<file path="src/rtl/alu_stream_engine.sv">
// Byte-stream ALU command engine.
// Parses packets (opcode, reserved, len_lo, len_hi, payload) from the rx byte
// stream and folds little-endian operands left-to-right into an accumulator.
// ADD and SUB are done locally. MUL, DIV and REM go to an external unit.
// The W-bit result is streamed back LSB first, and ECHO forwards its payload
// straight through.
// Ports:
//   clk_i, rst_ni               clock, asynchronous active-low reset
//   rx_data_i/valid_i/ready_o   inbound byte stream
//   tx_data_o/valid_o/ready_i   outbound byte stream
//   math_v_o/ready_i/op_o/a_o/b_o     request to the multiply/divide unit
//   math_v_i/res_i/yumi_o             result from the multiply/divide unit
//   busy_o                      high whenever a packet is in progress
module alu_stream_engine #(
   parameter int unsigned OPERAND_BYTES = 4,
   parameter int unsigned LEN_WIDTH     = 16
) (
   input  logic                       clk_i,
   input  logic                       rst_ni,
   input  logic [7:0]                 rx_data_i,
   input  logic                       rx_valid_i,
   output logic                       rx_ready_o,
   output logic [7:0]                 tx_data_o,
   output logic                       tx_valid_o,
   input  logic                       tx_ready_i,
   output logic                       math_v_o,
   input  logic                       math_ready_i,
   output logic [1:0]                 math_op_o,
   output logic [8*OPERAND_BYTES-1:0] math_a_o,
   output logic [8*OPERAND_BYTES-1:0] math_b_o,
   input  logic                       math_v_i,
   input  logic [8*OPERAND_BYTES-1:0] math_res_i,
   output logic                       math_yumi_o,
   output logic                       busy_o
);

   localparam int unsigned W        = 8 * OPERAND_BYTES;
   localparam int unsigned IDX_W    = 3;
   localparam logic [IDX_W-1:0] IDX_LAST = IDX_W'(OPERAND_BYTES - 1);

   localparam logic [7:0] OP_ECHO = 8'hEC;
   localparam logic [7:0] OP_ADD  = 8'hAD;
   localparam logic [7:0] OP_SUB  = 8'h5B;
   localparam logic [7:0] OP_MUL  = 8'hAF;
   localparam logic [7:0] OP_DIV  = 8'hF6;
   localparam logic [7:0] OP_REM  = 8'hF7;

   typedef enum logic [3:0] {
      S_IDLE, S_RSVD, S_LEN_LO, S_LEN_HI, S_LOAD_ACC, S_LOAD_OPND,
      S_EXEC, S_MATH_REQ, S_MATH_WAIT, S_TX, S_ECHO
   } state_t;

   state_t               state_q, state_d;
   logic [W-1:0]         acc_q, acc_d;
   logic [W-1:0]         opnd_q, opnd_d;
   logic [IDX_W-1:0]     idx_q, idx_d;
   logic [LEN_WIDTH-1:0] rem_q, rem_d;
   logic [7:0]           opc_q, opc_d;
   logic [7:0]           len_lo_q, len_lo_d;
   logic                 run_q;
   logic [LEN_WIDTH-1:0] len_w, pay_w;
   logic                 opc_known;
   logic                 opc_local;

   // State and datapath registers.
   always_ff @(posedge clk_i or negedge rst_ni) begin
      if (!rst_ni) begin
         state_q  <= S_IDLE;
         acc_q    <= '0;
         opnd_q   <= '0;
         idx_q    <= '0;
         rem_q    <= '0;
         opc_q    <= '0;
         len_lo_q <= '0;
         run_q    <= 1'b0;
      end else begin
         state_q  <= state_d;
         acc_q    <= acc_d;
         opnd_q   <= opnd_d;
         idx_q    <= idx_d;
         rem_q    <= rem_d;
         opc_q    <= opc_d;
         len_lo_q <= len_lo_d;
         run_q    <= 1'b1;
      end
   end

   // Opcode classification.
   always_comb begin
      opc_known = 1'b0;
      case (rx_data_i)
         OP_ECHO, OP_ADD, OP_SUB, OP_MUL, OP_DIV, OP_REM: opc_known = 1'b1;
         default: opc_known = 1'b0;
      endcase
      opc_local = (opc_q == OP_ADD) || (opc_q == OP_SUB);
   end

   // Next-state, datapath updates and handshake outputs.
   always_comb begin
      state_d     = state_q;
      acc_d       = acc_q;
      opnd_d      = opnd_q;
      idx_d       = idx_q;
      rem_d       = rem_q;
      opc_d       = opc_q;
      len_lo_d    = len_lo_q;
      rx_ready_o  = 1'b0;
      tx_valid_o  = 1'b0;
      tx_data_o   = 8'h00;
      math_v_o    = 1'b0;
      math_yumi_o = 1'b0;
      len_w       = LEN_WIDTH'({rx_data_i, len_lo_q});
      // Lengths shorter than the header carry no payload.
      pay_w       = (len_w < LEN_WIDTH'(4)) ? '0 : len_w - LEN_WIDTH'(4);

      case (state_q)
         S_IDLE: begin
            // run_q keeps rx_ready_o low while reset is asserted.
            rx_ready_o = run_q;
            if (rx_valid_i && run_q && opc_known) begin
               opc_d   = rx_data_i;
               state_d = S_RSVD;
            end
         end
         S_RSVD: begin
            rx_ready_o = 1'b1;
            if (rx_valid_i) state_d = S_LEN_LO;
         end
         S_LEN_LO: begin
            rx_ready_o = 1'b1;
            if (rx_valid_i) begin
               len_lo_d = rx_data_i;
               state_d  = S_LEN_HI;
            end
         end
         S_LEN_HI: begin
            rx_ready_o = 1'b1;
            if (rx_valid_i) begin
               acc_d  = '0;
               opnd_d = '0;
               idx_d  = '0;
               rem_d  = pay_w;
               if (opc_q == OP_ECHO)
                  state_d = (pay_w == '0) ? S_IDLE : S_ECHO;
               else
                  state_d = (pay_w == '0) ? S_TX : S_LOAD_ACC;
            end
         end
         S_LOAD_ACC: begin
            rx_ready_o = 1'b1;
            if (rx_valid_i) begin
               acc_d[8*idx_q +: 8] = rx_data_i;
               rem_d = rem_q - LEN_WIDTH'(1);
               // A short final word leaves its upper bytes zero.
               if (idx_q == IDX_LAST || rem_q == LEN_WIDTH'(1)) begin
                  idx_d = '0;
                  if (rem_q == LEN_WIDTH'(1)) begin
                     state_d = S_TX;
                  end else begin
                     opnd_d  = '0;
                     state_d = S_LOAD_OPND;
                  end
               end else begin
                  idx_d = idx_q + IDX_W'(1);
               end
            end
         end
         S_LOAD_OPND: begin
            rx_ready_o = 1'b1;
            if (rx_valid_i) begin
               opnd_d[8*idx_q +: 8] = rx_data_i;
               rem_d = rem_q - LEN_WIDTH'(1);
               if (idx_q == IDX_LAST || rem_q == LEN_WIDTH'(1)) begin
                  idx_d   = '0;
                  state_d = opc_local ? S_EXEC : S_MATH_REQ;
               end else begin
                  idx_d = idx_q + IDX_W'(1);
               end
            end
         end
         S_EXEC: begin
            acc_d = (opc_q == OP_SUB) ? acc_q - opnd_q : acc_q + opnd_q;
            if (rem_q == '0) begin
               state_d = S_TX;
            end else begin
               opnd_d  = '0;
               state_d = S_LOAD_OPND;
            end
         end
         S_MATH_REQ: begin
            math_v_o = 1'b1;
            if (math_ready_i) state_d = S_MATH_WAIT;
         end
         S_MATH_WAIT: begin
            math_yumi_o = math_v_i;
            if (math_v_i) begin
               acc_d = math_res_i;
               if (rem_q == '0) begin
                  state_d = S_TX;
               end else begin
                  opnd_d  = '0;
                  state_d = S_LOAD_OPND;
               end
            end
         end
         S_TX: begin
            tx_valid_o = 1'b1;
            tx_data_o  = acc_q[8*idx_q +: 8];
            if (tx_ready_i) begin
               if (idx_q == IDX_LAST) begin
                  idx_d   = '0;
                  state_d = S_IDLE;
               end else begin
                  idx_d = idx_q + IDX_W'(1);
               end
            end
         end
         S_ECHO: begin
            // Pass-through: a byte moves only when both sides are ready.
            rx_ready_o = tx_ready_i;
            tx_valid_o = rx_valid_i;
            tx_data_o  = rx_data_i;
            if (rx_valid_i && tx_ready_i) begin
               rem_d = rem_q - LEN_WIDTH'(1);
               if (rem_q == LEN_WIDTH'(1)) state_d = S_IDLE;
            end
         end
         default: state_d = S_IDLE;
      endcase
   end

   // Math request payload taken straight from the working registers.
   assign math_a_o  = acc_q;
   assign math_b_o  = opnd_q;
   assign math_op_o = (opc_q == OP_DIV) ? 2'd1 :
                      (opc_q == OP_REM) ? 2'd2 : 2'd0;
   assign busy_o    = (state_q != S_IDLE);

endmodule

</file>
<file path="config.mk">
export PLATFORM = sky130hd
export DESIGN_NAME = alu_stream_engine
export DESIGN_NICKNAME = d
export VERILOG_FILES = /design/src/rtl/alu_stream_engine.sv
export SDC_FILE = /design/constraint.sdc
export NUM_CORES = 1
export LEC_CHECK = 0
export ABC_CLOCK_PERIOD_IN_PS = 5400
export CORE_UTILIZATION = 27
export CTS_CLUSTER_SIZE = 40
export DETAILED_ROUTE_END_ITERATION = 10
export PLACE_DENSITY = 0.49
export RECOVER_POWER = 25
export SYNTH_ARGS = -nofsm -noshare
export SYNTH_HDL_FRONTEND = slang
export SYNTH_SLANG_ARGS = --single-unit
</file>
<file path="constraint.sdc">
create_clock -name clk_i -period 5.4 [get_ports clk_i]
set_input_delay 1.08 -clock clk_i [delete_from_list [all_inputs] [get_ports clk_i]]
set_output_delay 1.08 -clock clk_i [all_outputs]
set_load 0.01 [all_outputs]
</file>
==> results of run 1 <==
-- critical path: stages, from the launching register on --
cell	delay, ns
dfrtp_1	0.37
inv_1	0.08
or4b_2	0.69
nor3_2	0.58
buf_4	0.27
a21oi_1	0.06
xnor2_1	0.13
ha_1	0.35
a21o_1	0.18
a21o_1	0.17
a21oi_1	0.22
a2bb2oi_1	0.25
o21ai_0	0.18
a2111oi_0	0.57
mux2i_1	0.25
o211ai_1	0.10
-- state kept, by name, summed over array words and instances, names as in the netlist --
| register | cells |
|---|---|
| idx_q | 3 |
| state_q | 4 |
| math_b_o | 32 |
| math_a_o | 32 |
| len_lo_q | 8 |
| opc_q | 8 |
| rem_q | 16 |
| run_q | 1 |
-- metal layers --
| layer | wire length, µm | part of all wire [%] | global-route usage, % | up-vias |
|---|---|---|---|---|
| met4 | 928 | 2.6 | 6.89 | 0 |
| met3 | 2200 | 6.2 | 2.77 | 51 |
| met2 | 15700 | 45 | 33.0 | 338 |
| li1 | - | - | - | 4182 |
| met1 | 16400 | 46 | 29.9 | 4298 |
| met5 | 0 | 0 | 0 | - |
-- cell type report --
class | instances | area, µm² | area share [%]
clock buffer | 10 | 229 | 2.13
clock inverter | 6 | 68.8 | 0.641
inverter | 45 | 169 | 1.57
multi-input combinational | 857 | 5730 | 53.3
sequential | 104 | 2600 | 24.2
tap | 402 | 503 | 4.68
timing repair buffer | 151 | 1440 | 13.4
-- where the power goes --
| part | switching, mW | internal [mW] |
|---|---|---|
| Clock | 0.331 | 0.362 |
| Sequential | 0.399 | 0.974 |
| Combinational | 3.14 | 2.23 |
| Total | 3.87 | 3.56 |
-- through the flow --
step / setup slack [ns] / power (mW) / hold WS, ns
finish: 0.786 / 7.43 / 0.505
global route: 0.404 / 7.99 / 0.545
CTS: 0.839 / 7.37 / 0.509
detailed placement: 0.877 / 6.65 / 0.487
global placement: 0.858 / 6.66 / 0.487
floorplan: 1.24 / 5.15 / 0.460
-- cell usage in the layout, fill, tap and decap left out, drive strengths merged, types with 8 or more instances in the layout --
cell | netlist | routed
a21o | 14 | 14
a21oi | 60 | 60
a222oi | 9 | 9
a22o | 22 | 22
a22oi | 37 | 37
a31oi | 15 | 15
a32o | 8 | 8
buf | 9 | 27
clkbuf | 55 | 11
clkdlybuf4s50 | 0 | 123
dfrtp | 104 | 104
ha | 45 | 45
inv | 42 | 43
mux2 | 30 | 30
mux4 | 8 | 8
nand2 | 101 | 101
nand2b | 10 | 10
nand3 | 48 | 48
nand4 | 11 | 11
nor2 | 80 | 80
nor2b | 8 | 8
nor3 | 37 | 37
nor4 | 12 | 12
o21ai | 109 | 109
o22ai | 9 | 9
o31ai | 15 | 15
or3 | 11 | 11
xnor2 | 50 | 50
xor2 | 14 | 14
-- kinds of logic after synthesis --
| family | Yosys count | synth area share (%) |
|---|---|---|
| buffers and inverters | 109 | 4.88 |
| and+or+nand+nor | 353 | 19.4 |
| other | 1 | 0.0429 |
| AOI/OAI and AO/OA | 348 | 26.0 |
| adders and majority gates | 46 | 6.67 |
| muxes | 45 | 6.81 |
| DFF | 104 | 29.8 |
| xor gates and xnor gates | 64 | 6.41 |
-- how the worst max path moves through the flow --
stage	endpoint	slack [ns]	depth (start not counted)
finish	math_a_o[30]	0.79	15
global route	math_a_o[30]	0.40	15
CTS	math_a_o[30]	0.84	15
detailed placement	math_a_o[30]	0.88	15
global placement	math_a_o[30]	0.86	15
floorplan	math_a_o[30]	1.24	15
==> results by group, run 1 <==
Run status
  • Status: finished, violations left
  • Failing checks: capacitance limit, slew limit

Synthesis
  • Dominant synthesized flop cell: dfrtp_1
  • Post-Syn Instances: 1070
  • Register area share after synthesis: between 20% and 30%
  • Yosys top cell area share: 29.8%
  • Yosys cell types: 73
  • Asr flop ratio synth: 100%
  • Synth Cell Area: 8740 µm²
  • Main area contributors after synthesis: dfrtp_1, ha_1, xnor2_1, o21ai_0, nand2_1
  • Avg Synthesized Cell Area: 8.17 µm²
  • Post-synth EDFFs: 0
  • Top-count cell post-synth: dfrtp_1
  • Syn nets: approximately 1200
  • Top cells by count, synth: dfrtp_1, nand2_1, nor2_1
  • #FFs+latches synth: 104
  • Synth warn: 0
  • Synth area leader: dfrtp_1

Setup path
  • CP startpoint: opc_q[0]
  • Worst reg2reg path startpoint: opc_q[0]
  • Setup crit end kind: flop
  • Startpoint Class: flop
  • Worst Path Max Fanout: 7
  • Reg-to-reg endpoint: math_a_o[30]
  • Reg2reg setup slack: around 0.79 ns
  • WS Path Type: reg -> reg
  • Critical path data required time: ~5.6 ns
  • Worst Reg-to-Reg Cells: 15
  • Critical Path AT: about 4.8 ns

Clocking
  • Clock tree buffer depth: 2
  • Clk slew on worst S/H paths: 0.08 ns
  • CTS root buf: clkbuf_16
  • Setup Buffers After CTS: 0
  • Worst-Skew Late Latency: 0.37 ns
  • Htree depth: 3
  • CTS tree: built
  • Sink Count: about 100
  • CTS buffer count: 9
  • CTS resizes: 0
  • Hold buffers post-CTS: 0

Placement
  • PortBufs: 124
  • Placed Cells: 1559
  • Detailed Place HPWL: 26.3 mm
  • Placer Congestion: slightly above 0.9
  • DP Area: 10400 µm²

Finish
  • Final Cell Area: around 11000 µm²
  • Core Util, Final: ~34%
  • Final non-filler cell total: roughly 1600
  • Fillers: 3330
  • Diode count: 0
  • Syn-to-layout area delta: 22.9%
  • Final nets: 1260
  • Share of layout cells above drive strength 1: 7.25%

Timing
  • Final Hold Fails: 0
  • Final Max Tran Viols: 63
  • Fin crit period: 4.61 ns
  • Fin crit share: 85.4%
  • Clock skew: 0.00930 ns
  • Worst Tran Pin Value: 3.70 ns
  • Setup TNS: 0 ns
  • Endpoints failing setup: 0
  • Slew headroom: -147%
  • RSZ-0062 raised after global routing: false
  • FMAX: ~220 MHz

Global routing
  • Initial antenna violation count: 0
  • Largest net degree at the start of global routing: between 60 and 70
  • GRT Util Overall: 21.1%
  • First-pass GRT wire length: between 50 and 60 mm
  • Grt ovf: 0
  • Vias in the first global route: 8267

Power and ir drop
  • LEAKAGE: 4.20 nW
  • Max VDD drop: about 330 µV
  • PwrDens: ~700 nW/µm²

Die
  • Die area: 33100 µm²
  • I/O pins: about 130
  • Core area: between 30000 and 40000 µm²
  • Die Width: 182 µm
  • Initial Util: between 20% and 30%
  • # rows: 65
  • Die H: 182 µm

Worst hold path
  • Hold Path Stages: 2
  • Sink of the worst hold path: rem_q[7]
  • Hold Startpoint: rem_q[7]
  • Hold Crit Class: reg -> reg

Route
  • DR vias/cell: 5.63
  • Via count: a little under 9000
  • Post-DR wirelength/cell: 22.4 µm
  • Total length of routed wires: 35.3 mm
  • DR iter-0 viols: 914
  • Drt pass-1 iters: 7
  • Routed Antenna Nets: 0
  • DRC viols: 0

Flow run
  • # Max-Cap Violations: 1
Power figures use the tool's default switching activity.
==> run 2: changes to the inputs <==
Settings changed: CTS_CLUSTER_SIZE 40 to 30.
==> results of run 2 <==
No change in the layout: final DEF, timing and power equal those of run 1.
==> run 3: changes to the inputs <==
Settings changed: SLEW_MARGIN set to 20.
==> results of run 3 <==
No change in the layout: final DEF, timing and power equal those of run 1.
